--- src/rtl/scan_sched.sv ---
// rtl/scan_sched.sv - SCAN polar decoder depth-first step scheduler (option: SCAN_EARLY_STOP_EN)
module scan_sched #(
    parameter int N     = 1024,
    parameter int LOG_N = 10
) (
    input  logic        clk,
    input  logic        rst_n,
    input  logic        start,
    input  logic [3:0]  num_iter,
    output logic        op_valid,
    input  logic        op_ready,
`ifdef SCAN_EARLY_STOP_EN
    input  logic        early_stop,
`endif
    output logic [3:0]  u_type_w,
    output logic [10:0] layer_w,
    output logic        last_op,
    output logic [3:0]  iter_cnt,
    output logic        busy,
    output logic        done
);

    typedef enum logic [1:0] {S_IDLE, S_RUN, S_FIN} state_t;

    localparam logic [3:0]  OP_TYPE1  = 4'b0000;
    localparam logic [3:0]  OP_TYPE2  = 4'b0001;
    localparam logic [3:0]  OP_BOTTOM = 4'b0010;
    localparam logic [3:0]  OP_TYPE3  = 4'b0011;
    localparam logic [10:0] L_N       = 11'(N);

    state_t           state_q, state_d;
    logic [10:0]      l_q, l_d;
    logic [LOG_N-1:0] path_q, path_d;
    logic             asc_q, asc_d;
    logic [3:0]       iter_q, iter_d;
    logic [3:0]       last_iter_q, last_iter_d;

    logic [LOG_N-1:0] mask;
    logic             is_right;
    logic             fire;
    logic             stop;

    // Path bit of the parent level (2L) sits at index log2(L), which is L itself as a one-hot mask.
    assign mask     = l_q[LOG_N-1:0];
    assign is_right = |(path_q & mask);

    always_comb begin
        state_d     = state_q;
        l_d         = l_q;
        path_d      = path_q;
        asc_d       = asc_q;
        iter_d      = iter_q;
        last_iter_d = last_iter_q;
        op_valid    = 1'b0;
        u_type_w    = 4'b0000;
        layer_w     = 11'd0;
        last_op     = 1'b0;
        fire        = 1'b0;
        stop        = 1'b0;
        case (state_q)
            S_IDLE: begin
                if (start) begin
                    state_d     = S_RUN;
                    l_d         = L_N;
                    path_d      = '0;
                    asc_d       = 1'b0;
                    iter_d      = 4'd0;
                    last_iter_d = (num_iter == 4'd0) ? 4'd0 : num_iter - 4'd1;
                end
            end
            S_RUN: begin
                if (!asc_q) begin
                    op_valid = 1'b1;
                    fire     = op_ready;
                    if (l_q > 11'd2) begin
                        u_type_w = OP_TYPE1;
                        layer_w  = l_q;
                        if (fire) l_d = l_q >> 1;
                    end else begin
                        u_type_w = OP_BOTTOM;
                        layer_w  = 11'd2;
                        if (fire) asc_d = 1'b1;
                    end
                end else if (l_q != L_N) begin
                    op_valid = 1'b1;
                    fire     = op_ready;
                    layer_w  = l_q << 1;
                    if (!is_right) begin
                        u_type_w = OP_TYPE2;
                        if (fire) begin
                            path_d = path_q | mask;
                            asc_d  = 1'b0;
                        end
                    end else begin
                        u_type_w = OP_TYPE3;
                        // Closing the root's right child (size N/2) ends the iteration.
                        last_op  = path_q[LOG_N-1] && (l_q == (L_N >> 2));
                        if (fire) begin
                            path_d = path_q & ~mask;
                            l_d    = l_q << 1;
                        end
                    end
                end
                if (fire && last_op) begin
                    stop = (iter_q == last_iter_q);
`ifdef SCAN_EARLY_STOP_EN
                    stop = stop | early_stop;
`endif
                    if (stop) begin
                        state_d = S_FIN;
                    end else begin
                        iter_d = iter_q + 4'd1;
                        l_d    = L_N;
                        path_d = '0;
                        asc_d  = 1'b0;
                    end
                end
            end
            S_FIN: state_d = S_IDLE;
            default: state_d = S_IDLE;
        endcase
    end

    always_ff @(posedge clk or negedge rst_n) begin
        if (!rst_n) begin
            state_q     <= S_IDLE;
            l_q         <= 11'd0;
            path_q      <= '0;
            asc_q       <= 1'b0;
            iter_q      <= 4'd0;
            last_iter_q <= 4'd0;
        end else begin
            state_q     <= state_d;
            l_q         <= l_d;
            path_q      <= path_d;
            asc_q       <= asc_d;
            iter_q      <= iter_d;
            last_iter_q <= last_iter_d;
        end
    end

    assign iter_cnt = iter_q;
    assign busy     = (state_q != S_IDLE);
    assign done     = (state_q == S_FIN);

endmodule
--- config.mk ---
export PLATFORM = sky130hd
export DESIGN_NAME = scan_sched
export DESIGN_NICKNAME = d
export VERILOG_FILES = /design/src/rtl/scan_sched.sv
export SDC_FILE = /design/constraint.sdc
export NUM_CORES = 1
export LEC_CHECK = 0
export CORE_ASPECT_RATIO = 1.5
export CORE_UTILIZATION = 24
export DETAILED_ROUTE_END_ITERATION = 16
export SETUP_SLACK_MARGIN = 0.05
export SLEW_MARGIN = 15
export SYNTH_ARGS = -nofsm -noshare
export SYNTH_HDL_FRONTEND = slang
export SYNTH_SLANG_ARGS = --single-unit
--- constraint.sdc ---
create_clock -name clk -period 2.3 [get_ports clk]
set_input_delay 0.46 -clock clk [delete_from_list [all_inputs] [get_ports clk]]
set_output_delay 0.46 -clock clk [all_outputs]
set_load 0.02 [all_outputs]
== Word-level counts from Yosys, hierarchy flattened ==
Cells that the tools add are included.

* Input bits: 8
* Register bits after elaboration: 32
* Output and inout port bits: 23
* Logic and storage cells: 91

* Magnitude comparators: 1
* Bitwise gates (word level): 4
* Add/sub/neg operators: 2
* Multiplexer cells: 58
* Equality and inequality tests: 9
* Reduce and logical (&&, ||, !) cells: 11

{| class="wikitable"
|+ Operators by type and width
! operator !! number
|-
| 2-to-1 mux 11 bit || 13
|-
| 2-to-1 mux 10 bit || 8
|-
| 2-to-1 mux 4 bit || 6
|-
| case mux 11 bit (2 select lines) || 1
|-
| AND 10 bit || 2
|-
| 2-to-1 mux 1 bit || 20
|-
| case mux 10 bit (2 select lines) || 1
|-
| 2-to-1 mux 2 bit || 6
|-
| equality test 11 x 9 -> 1 bit, second input constant || 1
|-
| > comparator 11 x 2 -> 1 bit, second input constant || 1
|-
| != test 11 bit, second input constant || 1
|-
| NOT 10 bit || 1
|-
| OR 10 bit || 1
|-
| OR reduction 10 bit || 1
|-
| != test 2 bit, second input constant || 4
|-
| case mux 4 bit (2 select lines) || 1
|-
| adder 4 x 1 -> 4 bit, second input constant || 1
|-
| equality test 4 bit || 1
|-
| logical NOT 4 bit || 1
|-
| case mux 2 bit (2 select lines) || 1
|-
| AND reduction 2 bit || 2
|-
| AND reduction 4 bit || 1
|-
| nonzero test 2 bit || 2
|-
| subtractor 4 x 1 -> 4 bit, second input constant || 1
|-
| other kinds (6) || 7
|}

== Logic depth before layout (Yosys ltp) ==
* Word-level depth: 9
* Depth in mapped cells: 7
* Mapped depth without buffers: 5

== Worst setup path before layout ==
OpenSTA, ideal clock, no wires.

* Path kind: register to output
* From: register l_q[3]
* To: output port last_op
* Arrival: 2.252 ns
* Path buffers: 1
* Data required time: 1.840 ns
* Cell stages (with the launch flop): 6
* Path slack: -0.412 ns
* Path through: dfrtp_1 > buf_6 > or4_4 > or2_2 > or3_1 > nor3_1

* Cells in the longest elaborated chain, start to end: 7
* Elaborated cells between the ends (all ways): 10
* Classes of those cells: eq/ne: 2; mux: 5; bitwise: 1; reduce/logical: 2

{| class="wikitable"
|+ Ends and longest elaborated chain
! what !! RTL line !! source
|-
| start, declared || 32 || <nowiki>logic [10:0] l_q, l_d;</nowiki>
|-
| start signal, assigned || 134 || <nowiki>l_q <= l_d;</nowiki>
|-
| equality test 11 x 9 -> 1 bit / AND 10 bit (equally long branches) || 97, 45 ||
|-
| logical AND 1 bit / OR reduction 10 bit (equally long branches) || 97, 45 ||
|-
| 2-to-1 mux 1 bit || 88 || <nowiki>if (!is_right) begin</nowiki>
|-
| 2-to-1 mux 1 bit * || 84 || <nowiki>end else if (l_q != L_N) begin</nowiki>
|-
| 2-to-1 mux 1 bit * || 72 || <nowiki>if (!asc_q) begin</nowiki>
|-
| 2-to-1 mux 1 bit * (2 in series) || 60 || <nowiki>case (state_q)</nowiki>
|-
| end, declared || 17 || <nowiki>output logic last_op,</nowiki>
|}

Every way passes the cells marked *; elsewhere a longest branch is shown, timed or not. The select of a mux whose other input is x is not followed.

== Worst setup path after layout ==
* From: register l_q[3]
* To: output port layer_w[3]

* Cells in the longest elaborated chain, start to end: 4
* Elaborated cells between the ends (all ways): 6
* Classes of those cells: order compare: 1; eq/ne: 1; mux: 4

{| class="wikitable"
|+ Ends and longest elaborated chain
! what !! RTL line !! source
|-
| > comparator 11 x 2 -> 1 bit / != test 11 bit (equally long branches) || 75, 84 ||
|-
| 2-to-1 mux 11 bit (on tied branches) || 75, 84 ||
|-
| 2-to-1 mux 11 bit * || 72 ||
|-
| 2-to-1 mux 11 bit * || 60 ||
|-
| end, declared || 16 || <nowiki>output logic [10:0] layer_w,</nowiki>
|}

Every way passes the cells marked *; elsewhere a longest branch is shown, timed or not.

==> flow_summary.ini <==
[run_status]
run_status = complete, but fails checks
failed_checks = negative setup slack

[critical_path]
worst-r2r-cell-count = 8
critPathMostFrequentCell = buf_6
crit_path_max_fanout = 7
critPathRequiredTime_ns = 1.84
slowest_delay_ns = 0.54
ordered_list_of_cells_on_the_worst_path = or4_4 -> buf_6 -> o41ai_4 -> nor2_4 -> a22o_4 -> buf_6
worstSetupPathType = flip-flop to output port
worst_path_max_delay_cell = or4_4
worst_ep_arrival_time_ns = 2.20
critPathCaptureType = output port
rrSetupSlack_ns = -0.24
setup.worst_path.start_class = flip-flop

[logic_synthesis]
ys_ff_latch = 32
synth-main-ff-cell = dfrtp_1
synth_top_cell_by_area = dfrtp_1
synth.top_cells.by_area = dfrtp_1 (36%), a22o_1 (6.8%), nand2_1 (5.5%), mux2i_1 (4.1%), nand3_1 (3.2%)
synth-edff-count = 0
avgSynthCellArea_um2 = 8.91
asyncSetResetFlopFracSynth = 1.00
ys.warnings.count = 0
synth.yosys.seq_area_share = 0.364
postSynthCellCount = 247
yosys.area.top_type_share = 0.364
synth_area_um2 = 2200
synth_cell_types = 53

[global_routing]
globalRoute.totalOverflow = 0
grt_antenna_before_repair = 0
grt_max_degree = 33
global_route.usage.total = 0.161
number_of_global_route_vias_before_repair = 2340
grt_first_pass_wirelength_um = 11800

[die]
die_x_um = 80.2
boundaryPins = 31
core_area_um2 = 8880
floorplan.initialDensity = 0.248
rows = 42
area_enclosed_by_the_die_boundary_um2 = 9560
die-height_um = 119

[cts]
tritoncts = done
cts_buffer_depth = 2
clkSlewWorstSetupHoldPaths_ns = 0.05
clockRootBuffer = clkbuf_16
cts_sinks = 32
htreeDepth = 2
postCtsHoldBufs = 0
cts-buffers-inserted = 5
clock_latency_ns = 0.28

[timing]
timing.slew.headroom = 0.550
timing.final.setup_violations = 35
min_period_ns = 2.66
hold_viol_final = 0
finalSetupTns_ns = -6.52
fin_crit_sh = 1.15
setup_repair_after_global_routing_missed_its_margin = yes
worstMarginPinSlew_ns = 0.668
fin_worst_skew_ns = 0.00486
final_max_slew_viol_count = 0
postLayoutSetupSlackWorst_ns = -0.356
maxClockFrequency_mhz = 377

[routing]
first_iter_violations = 206
via_per_inst = 5.35
drt-pass1-iter-count = 4
ant_nets = 0
drt_drc_violations_left = 0
final_routed_wire_length_divided_by_cell_count_um = 16.6
vias = 2265
postRouteWirelength_um = 7030

[cells_and_area]
diode_count = 0
n_fill_cell = 879
final_net_count = 321
layout_cell_share_with_drive_strength_beyond_1 = 0.361
layout-area-overhead-vs-synth_pct = 52.8

[flow_run]
cap_violations = 0

[placed_design]
gp_congestion = 0.877
dp_worst_setup_slack_ns = -0.462
placement.io_buffers = 28
dpl_hpwl_um = 4940

[hold_path]
hold_path.class = flip-flop to flip-flop
min_delay_path_depth = 2

[power_and_ir_drop]
peakVddDrop_v = 0.000740
p_per_area_nw_per_um2 = 1280
leakage_nw = 1.43
## layout make-up
type | count | area (µm²) | share of cell area
inverter | 5 | 18.8 | 0.00558
multi-input combinational | 189 | 1530 | 0.455
tap | 110 | 138 | 0.0410
timing repair buffer | 79 | 693 | 0.206
sequential | 32 | 801 | 0.238
clock inverter | 1 | 30.0 | 0.00894
clock buffer | 7 | 153 | 0.0454
## critical path: cells and delay by family, from the launching register on
| family | cells | cell delay [ns] |
|---|---|---|
| simple gates | 2 | 0.65 |
| compound gates | 2 | 0.62 |
| flops | 1 | 0.37 |
| buf+inv | 2 | 0.26 |
## logic make-up after synthesis
| logic type | after synthesis | share of synthesized area |
|---|---|---|
| and+or+nand+nor | 88 | 0.209 |
| xor gates and xnor gates | 4 | 0.0159 |
| AOI/OAI and AO/OA | 83 | 0.299 |
| buffers and inverters | 28 | 0.0586 |
| other | 1 | 0.00170 |
| DFF | 32 | 0.364 |
| muxes | 10 | 0.0461 |
| adders and majority gates | 1 | 0.00569 |
## through the flow
stage	cell area, µm²	cells	total power [mW]	util	hold WS [ns]
6_report	3360	423	4.32	0.378	0.499
5_1_grt	3360	423	4.57	0.378	0.516
4_1_cts	3310	422	4.28	0.373	0.500
3_5_place_dp	2940	407	3.27	0.331	0.489
3_3_place_gp	2940	407	3.25	0.331	0.481
2_1_floorplan	2310	248	2.35	-	0.164
## cells in the final DEF, fill, tap and decap left out, drive strengths merged, types with 3 or more instances in the layout
cell type      netlist  layout
nand2b               4       4
o31ai                3       3
a31o                 9       9
a22oi                7       7
nand4                3       3
mux2i                9       9
buf                  6      63
clkdlybuf4s50        0      13
o21ai               10      10
o211ai               5       5
clkbuf              17       7
or2                  3       3
a21oi               10      10
nand3               14      14
nor2                12      12
dlygate4sd2          0       3
nand2               32      32
o221ai               6       6
xnor2                4       4
inv                  5       5
dfrtp               32      32
nor4                 3       3
nor3                 7       7
a22o                17      17
## state kept, by name (all words and copies together) (netlist names)
name,count
asc_q,1
iter_cnt,4
l_q,11
last_iter_q,4
path_q,10
state_q,2
## synthesized netlist by cell type, types with 3 or more instances
master / count
dfrtp_1: 32
nand2_1: 32
a22o_1: 17
clkbuf_1: 17
nand3_1: 14
nor2_1: 12
o21ai_0: 10
a21oi_1: 9
mux2i_1: 9
a22oi_1: 7
a31o_1: 7
nor3_1: 7
o221ai_1: 6
inv_1: 5
o211ai_1: 5
nand2b_1: 4
xnor2_1: 4
nand4_1: 3
o31ai_1: 3
or2_2: 3
## per-layer routing
metal / global-route usage / vias up / wire length (µm)
li1: - / 1068 / -
met1: 0.197 / 1105 / 2830
met2: 0.277 / 83 / 3620
met3: 0.0276 / 9 / 422
met4: 0.0636 / 0 / 161
met5: 0 / - / 0
## power by group
group / switching (mW) / internal, mW
Combinational: 1.38 / 1.20
Sequential: 0.166 / 0.751
Clock: 0.242 / 0.570
## worst paths after layout
kind                                            start                      end
worst max register to register     l_q[3]$_DFFE_PN0P_  iter_cnt[0]$_DFFE_PN0P_
worst max-delay path               l_q[3]$_DFFE_PN0P_               layer_w[3]
max in group asynchronous                       rst_n    path_q[8]$_DFFE_PN0P_
worst min register to register  path_q[8]$_DFFE_PN0P_    path_q[8]$_DFFE_PN0P_
worst min-delay path            path_q[8]$_DFFE_PN0P_    path_q[8]$_DFFE_PN0P_
min in group asynchronous                       rst_n       l_q[5]$_DFFE_PN0P_
## timing repair
item                                    CTS  global route
endpoints found under the setup margin   33            35
buffers inserted                          6             2
pin swaps                                23             6
cloned                                    1             0
gates resized for setup                  94            13
hold endpoints to repair                  0             0
No activity file was read; power rests on OpenSTA's default activity.
